[src/rtl/acc_trace_capture.sv]
// Watches the accumulator bus, queues every changed value in a small FIFO and
// flags when the value has settled. Define CAPTURE_DELTA_EN to queue deltas instead of absolute values.
module acc_trace_capture #(
  parameter int DW            = 6,
  parameter int DEPTH         = 4,
  parameter int STABLE_CYCLES = 8,
  parameter int EXPECT        = 33
) (
  input  logic                     clk,
  input  logic                     reset,
  input  logic [DW-1:0]            w_in,
  output logic [DW-1:0]            out_data,
  output logic                     out_valid,
  input  logic                     out_ready,
  output logic                     done,
  output logic                     match,
  output logic                     overflow,
  output logic [$clog2(DEPTH):0]   level
);

  localparam int AW = $clog2(DEPTH);
  localparam int LW = AW + 1;
  localparam int CW = $clog2(STABLE_CYCLES + 1);
  localparam logic [DW-1:0] EXP_W   = DW'(EXPECT);
  localparam logic [CW-1:0] CNT_TOP = CW'(STABLE_CYCLES);
  localparam logic [CW-1:0] CNT_END = CW'(STABLE_CYCLES - 1);

  typedef enum logic {TRACK, SETTLED} state_t;

  logic [DW-1:0] w_prev;
  logic [DW-1:0] push_word;
  logic [DW-1:0] mem [DEPTH];
  logic [AW-1:0] wr_ptr, rd_ptr;
  logic          chg, full, pop, push, drop;

  state_t        state, state_nxt;
  logic [CW-1:0] stable_cnt, cnt_nxt;
  logic          match_q, match_nxt;

  assign chg       = (w_in != w_prev);
  assign full      = (level == LW'(DEPTH));
  assign out_valid = (level != '0);
  assign pop       = out_valid && out_ready;
  // A full FIFO still accepts a change when the head leaves in the same cycle.
  assign push      = chg && (!full || pop);
  assign drop      = chg && full && !pop;
  assign out_data  = out_valid ? mem[rd_ptr] : '0;

`ifdef CAPTURE_DELTA_EN
  assign push_word = w_in - w_prev;
`else
  assign push_word = w_in;
`endif

  // FIFO control and change-detect history
  always_ff @(posedge clk) begin
    if (reset) begin
      w_prev   <= '0;
      wr_ptr   <= '0;
      rd_ptr   <= '0;
      level    <= '0;
      overflow <= 1'b0;
    end else begin
      w_prev <= w_in;
      if (push) wr_ptr <= wr_ptr + 1'b1;
      if (pop)  rd_ptr <= rd_ptr + 1'b1;
      case ({push, pop})
        2'b10:   level <= level + 1'b1;
        2'b01:   level <= level - 1'b1;
        default: level <= level;
      endcase
      if (drop) overflow <= 1'b1;
    end
  end

  // FIFO storage carries data only and needs no reset
  always_ff @(posedge clk) begin
    if (push) mem[wr_ptr] <= push_word;
  end

  // Settle-detect state register
  always_ff @(posedge clk) begin
    if (reset) begin
      state      <= TRACK;
      stable_cnt <= '0;
      match_q    <= 1'b0;
    end else begin
      state      <= state_nxt;
      stable_cnt <= cnt_nxt;
      match_q    <= match_nxt;
    end
  end

  always_comb begin
    state_nxt = state;
    cnt_nxt   = stable_cnt;
    match_nxt = match_q;
    case (state)
      TRACK: begin
        if (chg) begin
          cnt_nxt = '0;
        end else begin
          if (stable_cnt != CNT_TOP) cnt_nxt = stable_cnt + 1'b1;
          if (stable_cnt == CNT_END) begin
            state_nxt = SETTLED;
            match_nxt = (w_in == EXP_W);
          end
        end
      end
      SETTLED: begin
        if (chg) begin
          state_nxt = TRACK;
          cnt_nxt   = '0;
          match_nxt = 1'b0;
        end
      end
      default: state_nxt = TRACK;
    endcase
  end

  always_comb begin
    done  = (state == SETTLED);
    match = (state == SETTLED) && match_q;
  end

endmodule

[config.mk]
export PLATFORM = sky130hd
export DESIGN_NAME = acc_trace_capture
export DESIGN_NICKNAME = d
export VERILOG_FILES = /design/src/rtl/acc_trace_capture.sv
export SDC_FILE = /design/constraint.sdc
export NUM_CORES = 1
export LEC_CHECK = 0
export CORE_ASPECT_RATIO = 0.6
export CORE_MARGIN = 2
export CORE_UTILIZATION = 55
export DETAILED_ROUTE_END_ITERATION = 6
export DONT_BUFFER_PORTS = 1
export PLACE_DENSITY = 0.73
export SETUP_SLACK_MARGIN = 0.5
export SLEW_MARGIN = 25
export SYNTH_ARGS = -nofsm -noshare
export SYNTH_HDL_FRONTEND = slang
export SYNTH_SLANG_ARGS = --single-unit
[constraint.sdc]
create_clock -name clk -period 2.4 [get_ports clk]
set_clock_uncertainty 0.1 [all_clocks]
set_input_delay 0 -clock clk [delete_from_list [all_inputs] [get_ports clk]]
set_output_delay 0 -clock clk [all_outputs]
set_load 0.005 [all_outputs]
* Word level (Yosys, flattened, before mapping)
Memory sizes are Yosys's and may differ from the RTL's. A register that Yosys moved wholly into a read port is not among the register bits.
Index checks and enable logic that the tools add are counted.
** Operators by class
- Reduce and logical (&&, ||, !) cells :: 12
- Add/subtract/negate cells :: 5
- Shift-type cells :: 0
- Order comparisons :: 0
- Div/mod/pow operators :: 0
- Mux-type cells :: 18
- Multipliers :: 0
- Equality and inequality tests :: 11
- Bitwise operators :: 1
** Operator list (number)
- two-way mux 4 bit :: 3
- two-way mux 1 bit :: 8
- case mux 4 bit (2 select lines) :: 1
- equality test 6 bit, second input constant :: 1
- two-way mux 6 bit :: 1
- != test 2 bit, second input constant :: 3
- != test 6 bit :: 1
- case mux 3 bit (2 select lines) :: 1
- logical AND 1 bit :: 5
- adder 2 x 1 -> 2 bit, second input constant :: 2
- adder 4 x 1 -> 4 bit, second input constant :: 1
- equality test 4 x 3 -> 1 bit, second input constant :: 1
- two-way mux 2 bit :: 2
- != test 4 bit, second input constant :: 1
- case mux 1 bit (2 select lines) :: 2
- adder 3 x 1 -> 3 bit, second input constant :: 1
- equality test 3 bit, second input constant :: 1
- != test 3 bit, second input constant :: 1
- AND reduction 3 bit :: 1
- nonzero test 3 bit :: 1
- subtractor 3 x 1 -> 3 bit, second input constant :: 1
- equality test 2 x 1 -> 1 bit, second input constant :: 1
- equality test 2 bit, second input constant :: 1
- zero test 1 bit :: 2
- 4 further kinds :: 4
** Word-level totals
- Bits in latches :: 0
- ROM bits :: 0
- Memories :: 1
- Flip-flop bits (word level) :: 20
- Input bits :: 9
- Memory bits (writable) :: 24
** Memory list
- mem :: words 4, width 6, rd ports 1, clocked after memory_dff 1, wr ports 1, line 32 : logic [DW-1:0] mem [DEPTH];

* Longest topological paths before layout
- Depth in word-level cells :: 6
- Gate-level depth with buffers :: 10
- Depth with buffers taken out :: 10

* Worst setup path before layout
No wires, ideal clock.
- Path kind :: register -> register
- Start point :: reg w_prev[5]
- End point :: reg level[2]
- Buffers on the path :: 0
- Stages on the path, launching flop included :: 11
- Setup slack :: -10 ps
- Data arrival time :: 2239 ps
- Required time :: 2229 ps
- Cells stage by stage :: dfxtp_1 > xor2_1 > nor4_4 > a21oi_1 > inv_1 > ha_1 > inv_1 > fa_1 > xor2_1 > or3_1 > a21oi_1
** Between the ends
- Cells in the longest elaborated chain, start to end :: 4
- Elaborated cells between the ends (all ways) :: 6
- Those cells by class :: 3 x eq/ne; 1 x mux; 2 x reduce/logical
** RTL lines
- start, declared :: line 30 : logic [DW-1:0] w_prev;
- start signal, assigned :: line 64 : w_prev <= w_in;
- != test 6 bit * :: line 40 : assign chg = (w_in != w_prev);
- logical AND 1 bit * :: line 45 : assign push = chg && (!full || pop);
- equality test 2 x 1 -> 1 bit or equality test 2 bit (tied branches) :: line 67 : case ({push, pop})
- case mux 3 bit (2 select lines) or nonzero test 2 bit (tied branches)
- end signal, assigned :: line 68 : 2'b10: level <= level + 1'b1;
- end signal, assigned :: line 69 : 2'b01: level <= level - 1'b1;
- end signal, assigned :: line 70 : default: level <= level;
- end, declared :: line 18 : output logic [$clog2(DEPTH):0] level
Every way passes the cells marked *; elsewhere a longest branch is shown, timed or not.
A chain may end at the register's enable or synchronous reset.

* Final worst setup path
- Start point :: reg w_prev[0]
- End point :: reg level[2]
Same word-level chain as after synthesis.

==> out/qor.txt <==
status: finished, violations left
failing checks: negative hold slack
Slew @ Worst Pin: 412 ps
Critical Path Stages: 10
layout cell share with drive strength beyond 1: 0.178
Clock Latency Late Sink: 310 ps
Yosys top cell area share: 0.362
routed length per instance: 17.0 um
CTS tree: done
Worst path max stage delay: 330 ps
largest net degree at the start of global routing: 19
Hold Crit Depth: 1
commonest cells in the synthesized netlist: 24 x edfxtp_1, 22 x dfxtp_1, 14 x nor2_1, 12 x and2_1, 11 x inv_1
relative slew slack: 0.725
crit-path cells: xor2_2 -> nor4_4 -> a21oi_2 -> inv_1 -> ha_2 -> inv_2 -> fa_2 -> xor2_1 -> or3_1 -> a21oi_2
CP startpoint: w_prev[0]$_SDFF_PP0_
Via-to-Cell Ratio: 5.34
post-synth top area cell: edfxtp_1
register clock-pin slew on the reported worst setup and hold paths: 80 ps
area of the mapped netlist: 1990 sq um
CTS H-Tree Depth: 2
most common cell in the synthesized netlist: edfxtp_1
clk root buf: clkbuf_8
Setup crit end: level[2]$_SDFFE_PP0P_
CP endpoint kind: flip-flop
DP HPWL: 2600 um
fillers: 248
final net count: 196
initial antenna violation count: 0
number of global-route vias before repair: 1266
slowest stage cell, crit path: dfxtp_2
CTS Hold Bufs: 17
Synthesized Nets: 171
placed cell area: 2070 sq um
unrepaired setup endpoints after global routing: yes
RePlAce Congestion: 0.848
sequential cell area fraction in the yosys report: 0.583
WS Path Type: reg2reg
chip height: 50.6 um
asr flop ratio synth: 0
max-cap viol count: 0
Post-synth EDFFs: 24
iteration-0 DRC count of the detailed router: 51
Top FF cell, synth: edfxtp_1
final worst path period need: 2270 ps
crit-path leading delay family: simple AND/OR/NAND/NOR gates
Power Dens Cells: 935 nW/um^2
Hold WC Path Type: in2reg
Reg2Reg Depth: 10
post-route cell area: 2360 sq um
DIE WIDTH: 81.7 um
routed wire length: 3820 um
GRT Overall Usage: 0.210
R2R Path Start: w_prev[0]$_SDFF_PP0_
Worst setup SP type: flip-flop
crit path buf inv count: 2
Mean Syn Cell Area: 12.9 sq um
Yosys cell types: 34
maximum vdd drop: 0.517 mV
post-route DRC violation count: 0
area of the core: 3360 sq um
most frequent CP cell: a21oi_2
data required time of the worst path: 2540 ps
Initial Util: 0.592
setup violators final: 0
final cell count without fillers: 225
Area Growth Syn to Fin: 18.6%
reg2reg end: level[2]$_SDFFE_PP0P_
Hold Slack: -345 ps
period utilization: 0.947
cell count after synthesis: 154
first-pass GRT wire length: 6040 um
GRT overflow: 0
ANT nets after route: 0
Vias: 1202
CTS Buffer Depth: 2
Max Clk Rate: 0.440 GHz
Leak: 0.876 nW
Setup TNS Final: 0 ps
row count: 16
critical path fanouts, max: 2
Area contributors post-synth: edfxtp_1 36%, dfxtp_1 22%, mux4_2 6.8%
Top Ports: 22
TritonRoute pass-1 iters: 4
Final Max Slew Viols: 0
Yosys Warn Count: 0
Final Core Density: 0.702
Yosys reg bits: 46
port bufs: 0
# diodes: 0
CTS sink count: 46
r2r setup slk: 130 ps
die area: 4130 sq um
Final Hold Vio Count: 8
CTS Buf Count: 5
CP Data Arrival Time: 2420 ps
placed insts: 198
## metal layers
| layer | track usage | share of wire | vias to the layer above |
|---|---|---|---|
| li1 | - | - | 589 |
| met1 | 0.277 | 0.46 | 585 |
| met2 | 0.332 | 0.47 | 23 |
| met3 | 0.0540 | 0.057 | 5 |
| met4 | 0.0917 | 0.012 | 0 |
| met5 | 0 | 0 | - |
## cell families after synthesis
logic type | count (synthesis) | synth area share
buffers and inverters | 15 | 0.0289
AO/OA/AOI/OAI | 15 | 0.0497
multiplexers | 8 | 0.0779
adder cells (fa/ha/maj) | 8 | 0.0541
AND/OR/NAND/NOR | 50 | 0.153
flip-flops | 46 | 0.583
XOR/XNOR | 12 | 0.0528
## power breakdown
| group | total [mW] | leakage (nW) | internal, mW | switching (mW) |
|---|---|---|---|---|
| Sequential | 1.14 | 0.406 | 1.02 | 0.119 |
| Combinational | 0.589 | 0.418 | 0.295 | 0.294 |
| Clock | 0.484 | 0.0515 | 0.232 | 0.252 |
| Total | 2.21 | 0.876 | 1.54 | 0.666 |
## placed cells by master, fill, tap and decap left out, drive strengths merged, types with 3 or more instances in the layout
master       instances
dlygate4sd3         17
and2                12
a31oi                3
nor2b                7
nand3                3
buf                  5
edfxtp              24
nor2                14
inv                 12
mux4                 6
ha                   7
xor2                10
clkbuf               6
a21oi                4
dfxtp               22
## per-stage QoR
step	total power [mW]	setup slack (ps)	hold WS [ps]
after detailed placement	1.69	88.3	-31.8
after global placement	1.65	136	-30.8
after floorplan	1.55	90.5	-1.13
after CTS	2.20	126	-349
after global routing	2.33	2.20	-359
final	2.21	127	-345
## worst min-delay path by stage
| stage | slack [ps] | to | from |
|---|---|---|---|
| floorplan | -1 | mem[0][0]$_DFFE_PP_ | w_in[0] |
| global placement | -30 | w_prev[0]$_SDFF_PP0_ | reset |
| detailed placement | -30 | w_prev[0]$_SDFF_PP0_ | reset |
| CTS | -350 | level[2]$_SDFFE_PP0P_ | reset |
| global route | -360 | level[2]$_SDFFE_PP0P_ | reset |
| finish | -350 | level[2]$_SDFFE_PP0P_ | reset |
## repair_timing
item,4_1_cts,5_1_grt
pin swaps,2,0
hold endpoints to repair,46,8
setup buffers,1,1
resized for setup,0,4
setup endpoints to repair,2,3
## flip-flops by register name, summed over array words and instances (netlist names), named ones only
name,cells
mem,24
w_prev,6
stable_cnt,4
level,3
rd_ptr,2
wr_ptr,2
done,1
match_q,1
overflow,1
## final cells by class
class	count	area, sq um	share of cell area
Timing Repair Buffer	22	208	0.0880
Sequential cell	46	1160	0.493
Multi-Input combinational cell	93	798	0.338
Tap cell	45	56.3	0.0238
Clock inverter	2	11.3	0.00477
Clock buffer	6	82.6	0.0350
Inverter	11	41.3	0.0175
Power figures use the tool's default switching activity.
